`config.mk`:
```
export PLATFORM = sky130hd
export DESIGN_NAME = pwm_duty_ctrl
export DESIGN_NICKNAME = d
export VERILOG_FILES = /design/src/rtl/pwm_ctrl_pkg.sv /design/src/rtl/pwm_tick_gen.sv /design/src/rtl/pwm_duty_ctrl.sv
export SDC_FILE = /design/constraint.sdc
export NUM_CORES = 1
export LEC_CHECK = 0
export CORE_MARGIN = 1.5
export CORE_UTILIZATION = 30
export CTS_CLUSTER_SIZE = 14
export DETAILED_ROUTE_END_ITERATION = 10
export PLACE_DENSITY = 0.47
export SETUP_SLACK_MARGIN = 0.3
export SLEW_MARGIN = 20
export SYNTH_ARGS = -nofsm -noshare
export SYNTH_HDL_FRONTEND = slang
export SYNTH_HIERARCHICAL = 1
export SYNTH_SLANG_ARGS = --single-unit
```
`constraint.sdc`:
```
create_clock -name clk -period 5.2 [get_ports clk]
set_input_delay 1.56 -clock clk [delete_from_list [all_inputs] [get_ports clk]]
set_output_delay 1.56 -clock clk [all_outputs]
set_load 0.05 [all_outputs]
```
`src/rtl/pwm_ctrl_pkg.sv`:
```
// pwm_ctrl_pkg
//   Shared definitions for the PWM duty controller slice:
//     DUTY_W        - width of the duty / target value
//     pwm_state_e   - ramp FSM states (IDLE, RAMP_UP, RAMP_DN)
//     KEY_INC/DEC   - operator key encodings
//     state_from()  - ramp direction from a duty/target pair
package pwm_ctrl_pkg;

    localparam int unsigned DUTY_W = 10;

    typedef enum logic [1:0] {
        IDLE    = 2'd0,
        RAMP_UP = 2'd1,
        RAMP_DN = 2'd2
    } pwm_state_e;

    localparam logic [1:0] KEY_INC = 2'b01;
    localparam logic [1:0] KEY_DEC = 2'b10;

    function automatic pwm_state_e state_from(input logic [DUTY_W-1:0] duty,
                                              input logic [DUTY_W-1:0] target);
        pwm_state_e st;
        if (duty < target) begin
            st = RAMP_UP;
        end else if (duty > target) begin
            st = RAMP_DN;
        end else begin
            st = IDLE;
        end
        return st;
    endfunction

endpackage

```
`src/rtl/pwm_tick_gen.sv`:
```
// pwm_tick_gen
//   Free-running TICK_W-bit counter; emits a one-cycle tick in the cycle
//   after the counter wraps from all-ones to zero.
//   Ports:
//     clk  in   system clock
//     rst  in   synchronous active-high reset (counter and tick cleared)
//     tick out  one-cycle pulse every 2^TICK_W cycles
module pwm_tick_gen
    import pwm_ctrl_pkg::*;
#(
    parameter int unsigned TICK_W = 16
) (
    input  logic clk,
    input  logic rst,
    output logic tick
);

    logic [TICK_W-1:0] cnt_q, cnt_d;
    logic              tick_q, tick_d;

    always_comb begin
        cnt_d  = cnt_q + 1'b1;
        tick_d = (cnt_q == '1);
    end

    always_ff @(posedge clk) begin
        if (rst) begin
            cnt_q  <= '0;
            tick_q <= 1'b0;
        end else begin
            cnt_q  <= cnt_d;
            tick_q <= tick_d;
        end
    end

    assign tick = tick_q;

endmodule

```
`src/rtl/pwm_duty_ctrl.sv`:
```
// pwm_duty_ctrl
//   Ramped PWM duty controller. A target duty is set either by a host
//   command (priority) or by operator keys on each ramp tick; the output
//   duty walks towards the target by STEP per tick without overshoot.
//   Ports:
//     clk        in   system clock, all logic on posedge
//     rst        in   synchronous active-high reset
//     key[1:0]   in   01 increase, 10 decrease, 00/11 no action
//     set_valid  in   host command valid
//     set_duty   in   host target duty (clamped to DUTY_MAX)
//     set_ready  out  host command acceptable (= !busy)
//     duty       out  registered duty to the PWM generator
//     duty_upd   out  one-cycle pulse in the cycle after duty changes
//     busy       out  ramp in progress
//   Build option: define KEY_DEBOUNCE_EN to synchronise key and act only
//   when the key is stable across two consecutive ticks.
module pwm_duty_ctrl
    import pwm_ctrl_pkg::*;
#(
    parameter int unsigned        TICK_W    = 16,
    parameter int unsigned        STEP      = 1,
    parameter logic [DUTY_W-1:0]  DUTY_INIT = 10'd0,
    parameter logic [DUTY_W-1:0]  DUTY_MAX  = 10'd1016
) (
    input  logic              clk,
    input  logic              rst,
    input  logic [1:0]        key,
    input  logic              set_valid,
    input  logic [DUTY_W-1:0] set_duty,
    output logic              set_ready,
    output logic [DUTY_W-1:0] duty,
    output logic              duty_upd,
    output logic              busy
);

    // One extra bit so +STEP / -STEP overflow and underflow are visible.
    localparam logic [DUTY_W:0] STEP_X = STEP[DUTY_W:0];
    localparam logic [DUTY_W:0] MAX_X  = {1'b0, DUTY_MAX};

    logic tick;

    pwm_tick_gen #(
        .TICK_W (TICK_W)
    ) u_tick_gen (
        .clk  (clk),
        .rst  (rst),
        .tick (tick)
    );

    // ------------------------------------------------------------------
    // Key path: the key value acted upon at a tick
    // ------------------------------------------------------------------
    logic [1:0] key_act;

`ifdef KEY_DEBOUNCE_EN
    logic [1:0] key_meta_q, key_meta_d;
    logic [1:0] key_sync_q, key_sync_d;
    logic [1:0] key_prev_q, key_prev_d;

    // The synchronised key only counts when it matches the value captured
    // at the previous tick, so a press first acts on its second tick.
    always_comb begin
        key_meta_d = key;
        key_sync_d = key_meta_q;
        key_prev_d = tick ? key_sync_q : key_prev_q;
        key_act    = (key_sync_q == key_prev_q) ? key_sync_q : 2'b00;
    end

    always_ff @(posedge clk) begin
        if (rst) begin
            key_meta_q <= 2'b00;
            key_sync_q <= 2'b00;
            key_prev_q <= 2'b00;
        end else begin
            key_meta_q <= key_meta_d;
            key_sync_q <= key_sync_d;
            key_prev_q <= key_prev_d;
        end
    end
`else
    always_comb begin
        key_act = key;
    end
`endif

    // ------------------------------------------------------------------
    // Target, duty and ramp state
    // ------------------------------------------------------------------
    logic [DUTY_W-1:0] duty_q, duty_d;
    logic [DUTY_W-1:0] target_q, target_d;
    pwm_state_e        state_q, state_d;
    logic              duty_upd_q, duty_upd_d;
    logic              host_acc;
    logic [DUTY_W:0]   tgt_up, tgt_dn, duty_up, duty_dn;

    assign busy      = (state_q != IDLE);
    assign set_ready = !busy;
    assign host_acc  = set_valid && set_ready;

    always_comb begin
        tgt_up  = {1'b0, target_q} + STEP_X;
        tgt_dn  = {1'b0, target_q} - STEP_X;
        duty_up = {1'b0, duty_q} + STEP_X;
        duty_dn = {1'b0, duty_q} - STEP_X;

        // Host command wins over a key tick in the same cycle.
        target_d = target_q;
        if (host_acc) begin
            target_d = (set_duty > DUTY_MAX) ? DUTY_MAX : set_duty;
        end else if (tick) begin
            if (key_act == KEY_INC) begin
                target_d = (tgt_up > MAX_X) ? DUTY_MAX : tgt_up[DUTY_W-1:0];
            end else if (key_act == KEY_DEC) begin
                target_d = ({1'b0, target_q} < STEP_X) ? '0 : tgt_dn[DUTY_W-1:0];
            end
        end

        // Steps are clamped to the current target so the ramp never
        // overshoots; the duty/target guard keeps a stale direction from
        // jumping when the target has just crossed the duty.
        duty_d = duty_q;
        if (tick) begin
            case (state_q)
                RAMP_UP: begin
                    if (duty_q < target_q) begin
                        duty_d = (duty_up > {1'b0, target_q}) ? target_q
                                                              : duty_up[DUTY_W-1:0];
                    end
                end
                RAMP_DN: begin
                    if (duty_q > target_q) begin
                        if (({1'b0, duty_q} < STEP_X) || (duty_dn < {1'b0, target_q})) begin
                            duty_d = target_q;
                        end else begin
                            duty_d = duty_dn[DUTY_W-1:0];
                        end
                    end
                end
                default: begin
                end
            endcase
        end

        // Direction is re-evaluated every cycle from the registered pair,
        // so busy follows duty/target one cycle later.
        state_d    = state_from(duty_q, target_q);
        duty_upd_d = (duty_d != duty_q);
    end

    always_ff @(posedge clk) begin
        if (rst) begin
            duty_q     <= DUTY_INIT;
            target_q   <= DUTY_INIT;
            state_q    <= IDLE;
            duty_upd_q <= 1'b0;
        end else begin
            duty_q     <= duty_d;
            target_q   <= target_d;
            state_q    <= state_d;
            duty_upd_q <= duty_upd_d;
        end
    end

    assign duty     = duty_q;
    assign duty_upd = duty_upd_q;

endmodule

```
== Yosys cells after proc, flatten, opt, wreduce, memory -nomap -nowiden ==
Index checks and enable logic that the tools add are counted.

* Flip-flop bits (word level): 40
* Bits of input ports: 15
* Output and inout bits: 13
* Word-level logic and storage cells: 49

* $add $sub $neg: 5
* Magnitude comparators: 8
* Equality and inequality tests: 6
* Mux-type cells: 15
* Reductions and logical operators: 8

{| class="wikitable"
|+ Operator list
! kind !! number
|-
| $mux W10 || 12
|-
| $add A10 B1 Y11 const B || 2
|-
| $lt A10 B1 Y1 const B || 2
|-
| $pmux W10 S2 || 1
|-
| $add A16 B1 Y16 const B || 1
|-
| $eq A16 B16 Y1 const B || 1
|-
| $gt A11 B10 Y1 || 1
|-
| $gt A11 B10 Y1 const B || 1
|-
| $lt A11 B10 Y1 || 1
|-
| $sub A10 B1 Y11 const B || 1
|-
| $gt A10 B10 Y1 || 1
|-
| $gt A10 B10 Y1 const B || 1
|-
| $lt A10 B10 Y1 || 1
|-
| $ne A10 B10 Y1 || 1
|-
| $sub A10 B1 Y10 const B || 1
|-
| $eq A2 B1 Y1 const B || 2
|-
| $eq A2 B2 Y1 const B || 2
|-
| $reduce_bool A2 Y1 || 2
|-
| $reduce_bool A3 Y1 || 1
|-
| $mux W2 || 1
|-
| $reduce_and A2 Y1 || 1
|-
| $reduce_or A2 Y1 || 1
|-
| $logic_and A1 B1 Y1 || 1
|-
| $logic_not A1 Y1 || 1
|-
| 2 further kinds || 2
|}

== Longest topological paths before layout ==
* Word-level depth: 8
* Mapped depth: 17
* Gate-level depth less buffers: 15

== Cells and area by module ==
Netlist, hierarchy kept.

{| class="wikitable"
|+ By module, submodules not included
! module !! instances !! cells each !! area each (sq um) !! sequential area each (sq um)
|-
| pwm_duty_ctrl || 1 || 481 || 3535.9 || 460.4
|-
| pwm_tick_gen || 1 || 83 || 750.7 || 340.3
|}

== Least setup slack after synthesis ==
OpenSTA, ideal clock, no wires.

* Path kind: register to register
* Start: reg duty_q[2], in the netlist duty[2]
* End: reg duty_upd_q, in the netlist duty_upd
* Setup time: 138 ps
* Arrival time: 3911 ps
* Data required time: 5062 ps
* Setup slack: 1151 ps
* Stages on the path, launching flop included: 15
* Path buffers: 1
* Period minus slack after synthesis: 4049 ps
* Cell sequence: dfxtp_1 clkbuf_1 nand3_1 nor2_1 xnor2_1 ha_1 and4_1 a21boi_1 o311ai_2 a311o_1 o21ai_1 a221oi_2 o2111ai_1 o31ai_2 a41oi_2

* Cells in the longest elaborated chain, start to end: 8
* Elaborated cells between the ends (all ways): 15
* Those cells by class: 2 x add/sub; 5 x order compare; 1 x eq/ne; 6 x mux; 1 x reduce/logical

{| class="wikitable"
|+ RTL lines
! item !! RTL line !! RTL
|-
| from (decl) || pwm_duty_ctrl.sv:89 || <nowiki>logic [DUTY_W-1:0] duty_q, duty_d;</nowiki>
|-
| from (signal assigned) || pwm_duty_ctrl.sv:157 || <nowiki>duty_q <= duty_d;</nowiki>
|-
| $sub A10 B1 Y11 || pwm_duty_ctrl.sv:104 || <nowiki>duty_dn = {1'b0, duty_q} - STEP_X;</nowiki>
|-
| $lt A11 B10 Y1 || pwm_duty_ctrl.sv:132 || <nowiki>if (({1'b0, duty_q} < STEP_X) || (duty_dn < {1'b0, target_q})) begin</nowiki>
|-
| $logic_or A1 B1 Y1 || pwm_duty_ctrl.sv:132 ||
|-
| $mux W10 || pwm_duty_ctrl.sv:132 ||
|-
| $mux W10 || pwm_duty_ctrl.sv:131 || <nowiki>if (duty_q > target_q) begin</nowiki>
|-
| $pmux W10 S2 || pwm_duty_ctrl.sv:123 || <nowiki>case (state_q)</nowiki>
|-
| $mux W10 || pwm_duty_ctrl.sv:122 || <nowiki>if (tick) begin</nowiki>
|-
| $ne A10 B10 Y1 (*) || pwm_duty_ctrl.sv:147 || <nowiki>duty_upd_d = (duty_d != duty_q);</nowiki>
|-
| to (signal assigned) || pwm_duty_ctrl.sv:160 || <nowiki>duty_upd_q <= duty_upd_d;</nowiki>
|-
| to (decl) || pwm_duty_ctrl.sv:92 || <nowiki>logic duty_upd_q, duty_upd_d;</nowiki>
|}

Mark *: on every way between the ends. The rest lies on a longest branch, timed or not.
A chain may end at the register's enable or synchronous reset.

== Worst setup path in the final report ==
* Start: reg duty_q[0], in the netlist duty[0]
* End: reg duty_upd_q, in the netlist duty_upd

The elaborated chain is that of the path after synthesis.

==> results.yml <==
finish:
  nNetsFinal: 619
  antenna_cells: 0
  final_common_cell: "nand2_1"
  syn_to_final_growth_pct: 12.2
  mostFrequentLayoutCells: "46 x nand2_1, 41 x nor2_1, 40 x dfxtp_1"
  fillers: 1485
  drive_above_1_share: 0.0775
power_and_ir_drop:
  pwr-share-seq: 0.310
  switching_share: 0.400
  p_sw_mw: 0.456
  p_int_mw: 0.683
  clkPwrFrac: 0.328
  leakage_nw: 1.64
  p_per_area_nw_per_um2: 237
  combPwrFrac: 0.362
  ir_drop_mv: 0.153
logic_synthesis:
  synth_edf_count: 0
  ys_ff_latch: 40
  yosys.cell_types.count: 85
  synth_seq_area_share: 0.187
  synth-main-ff-cell: "dfxtp_1"
  postSynthCellCount: 564
  synthArstFlopShare: 0
  synth.avg_cell_area_sq_um: 7.60
  ys_warn_count: 6
  syn_area_sq_um: 4290
  synth.net_count: 616
detailed_routing:
  drtPass1Iterations: 5
  avgRoutedWirePerCell_um: 20.3
  remaining_drc_errors: 0
  drtAntennaViolNets: 0
  drt_iter0_markers: 369
  viasPerCell: 6.04
  totalWireLength_um: 15200
  vias: 4519
floorplanning:
  die_area_sq_um: 15000
  start_util: 0.308
  die_y_um: 123
  fp.coreArea_sq_um: 13900
  die_w_um: 123
  rows: 43
  boundaryPins: 28
run_status:
  status: "complete, no violations"
worst_setup_path:
  worst_ep_required_time_ns: 5.37
  r2r_cells: 14
  critPathLaunchType: "register"
  path_class: "register to register"
  rrSetupSlack_ns: 0.79
  rr_startpoint: "duty[0]"
  end_kind: "register"
  cp_data_arrival_time_ns: 4.58
  worst_r2r_endpoint: "duty_upd"
  path_max_fanout: 12
min_path:
  hold_path.class: "register to register"
  holdPathStages: 2
  holdPathEnd: "u_tick_gen/tick"
  hold_start: "u_tick_gen/cnt_q[15]"
timing:
  tightestPinTransition_ns: 0.932
  fmax_ghz: 0.227
  hold_viol_final: 0
  tns_ns: 0
  period_minus_slack_ns: 4.41
  fin_skew_ns: 0.00671
  finalCritPeriodShare: 0.847
  holdWs_ns: 0.485
  slew_headroom: 0.377
  grt_setup_unrepaired: "no"
  slew_viol_final: 0
  setup_viol: 0
cts:
  clk_pin_slew_ns: 0.07
  root_buffer: "clkbuf_16"
  worstSkewPairLatency_ns: 0.29
  cts_sinks: 40
  cts_max_level: 2
  post_cts_buffers: 0
  cts_buffer_depth: 2
  cts_tree: "yes"
  hold_buffers: 0
  cts_made_buffers: 5
  cts_resized: 0
placed_design:
  dpl.hpwl_um: 11600
  port_buffers: 27
  globalplace.congestion: 0.937
run:
  drv_cap: 0
grt:
  grt_overflow_total: 0
  grtUsageTotal: 0.206
  antenna_found_initial: 0
  grt_pass1_vias: 4316
  grt_first_pass_wirelength_um: 23700
  grt_max_degree: 28
-- worst max-delay path, stage by stage (launching register included) --
cell       delay [ns]
dfxtp_1          0.60
ha_1             0.34
nand2_1          0.12
nor2_1           0.32
xnor2_1          0.17
ha_1             0.26
and4_1           0.23
a21boi_1         0.15
o311ai_2         0.77
a311o_1          0.29
o21ai_1          0.11
a221oi_2         0.35
o2111ai_1        0.16
o31ai_2          0.27
a41oi_2          0.13
-- cells by family after synthesis --
group / synth area share
AND/OR/NAND/NOR: 0.295
AO/OA/AOI/OAI: 0.286
buffers and inverters: 0.0639
flip-flops: 0.187
adder cells (fa/ha/maj): 0.108
XOR/XNOR: 0.0429
multiplexers: 0.0169
-- power by group through the flow --
| stage | clock network (mW) | logic [mW] | registers (mW) |
|---|---|---|---|
| 3_5_place_dp | 0 | 0.402 | 0.359 |
| 3_3_place_gp | 0 | 0.404 | 0.359 |
| 2_1_floorplan | 0 | 0.301 | 0.335 |
| 4_1_cts | 0.384 | 0.405 | 0.352 |
| 5_1_grt | 0.394 | 0.447 | 0.356 |
| 6_report | 0.374 | 0.412 | 0.354 |
-- sequential cells by signal, summed over array words and instances (netlist names) --
register	flops
duty	10
duty_upd	1
state_q	2
target_q	10
u_tick_gen/cnt_q	16
u_tick_gen/tick	1
-- worst max path at each step --
stage               startpoint       end  slack, ns
floorplan              duty[2]  duty_upd       1.15
global placement       duty[0]  duty_upd       0.91
detailed placement     duty[0]  duty_upd       0.88
CTS                    duty[0]  duty_upd       0.87
global route           duty[0]  duty_upd       0.45
finish                 duty[0]  duty_upd       0.79
-- synth_stat cells (3+ instances only) --
cell type,n,share of area
inv_1,29,0.025
xor2_1,6,0.012
or4_1,11,0.019
a22oi_1,3,0.0053
a21oi_1,38,0.044
dfxtp_1,40,0.19
nand2_1,46,0.040
ha_1,37,0.11
o21ai_0,23,0.027
buf_6,3,0.0079
nand4_1,12,0.018
o31ai_1,13,0.023
or2_2,4,0.0058
a211o_1,5,0.010
and3_1,6,0.0088
nor2b_1,6,0.0088
o221ai_1,4,0.0082
clkbuf_1,22,0.019
buf_2,6,0.0070
o211ai_1,7,0.012
nor4_1,17,0.025
o2111ai_1,5,0.010
or3_1,3,0.0044
nor2_1,41,0.036
xnor2_1,15,0.031
mux2i_1,5,0.012
nor3_1,22,0.026
and2_1,5,0.0073
o22ai_1,4,0.0058
and4_1,6,0.012
nand3_1,28,0.033
a211oi_1,16,0.028
nand2b_1,5,0.0073
a21o_1,5,0.0088
a311oi_1,4,0.0082
-- metal layers --
metal	wire length (um)	track usage
met5	0	0
met3	921	0.0367
met2	7090	0.337
met4	425	0.0770
met1	6750	0.269
-- layout make-up --
class / instances / area [sq um] / area share
sequential: 40 / 801 / 0.166
tap: 180 / 225 / 0.0468
clock inverter: 3 / 46.3 / 0.00962
inverter: 29 / 109 / 0.0226
multi-input combinational: 461 / 3210 / 0.668
clock buffer: 5 / 125 / 0.0260
timing repair buffer: 30 / 293 / 0.0609
-- per-stage QoR --
stage | setup WS (ns) | power, mW | utilization | area [sq um] | instances
2_1_floorplan | 1.15 | 0.636 | - | 4290 | 564
3_3_place_gp | 0.910 | 0.763 | 0.333 | 4640 | 740
3_5_place_dp | 0.876 | 0.761 | 0.333 | 4640 | 740
4_1_cts | 0.866 | 1.14 | 0.345 | 4810 | 748
5_1_grt | 0.449 | 1.20 | 0.345 | 4810 | 748
6_report | 0.794 | 1.14 | 0.345 | 4810 | 748
Note: power is estimated with default switching activity, not from simulation.
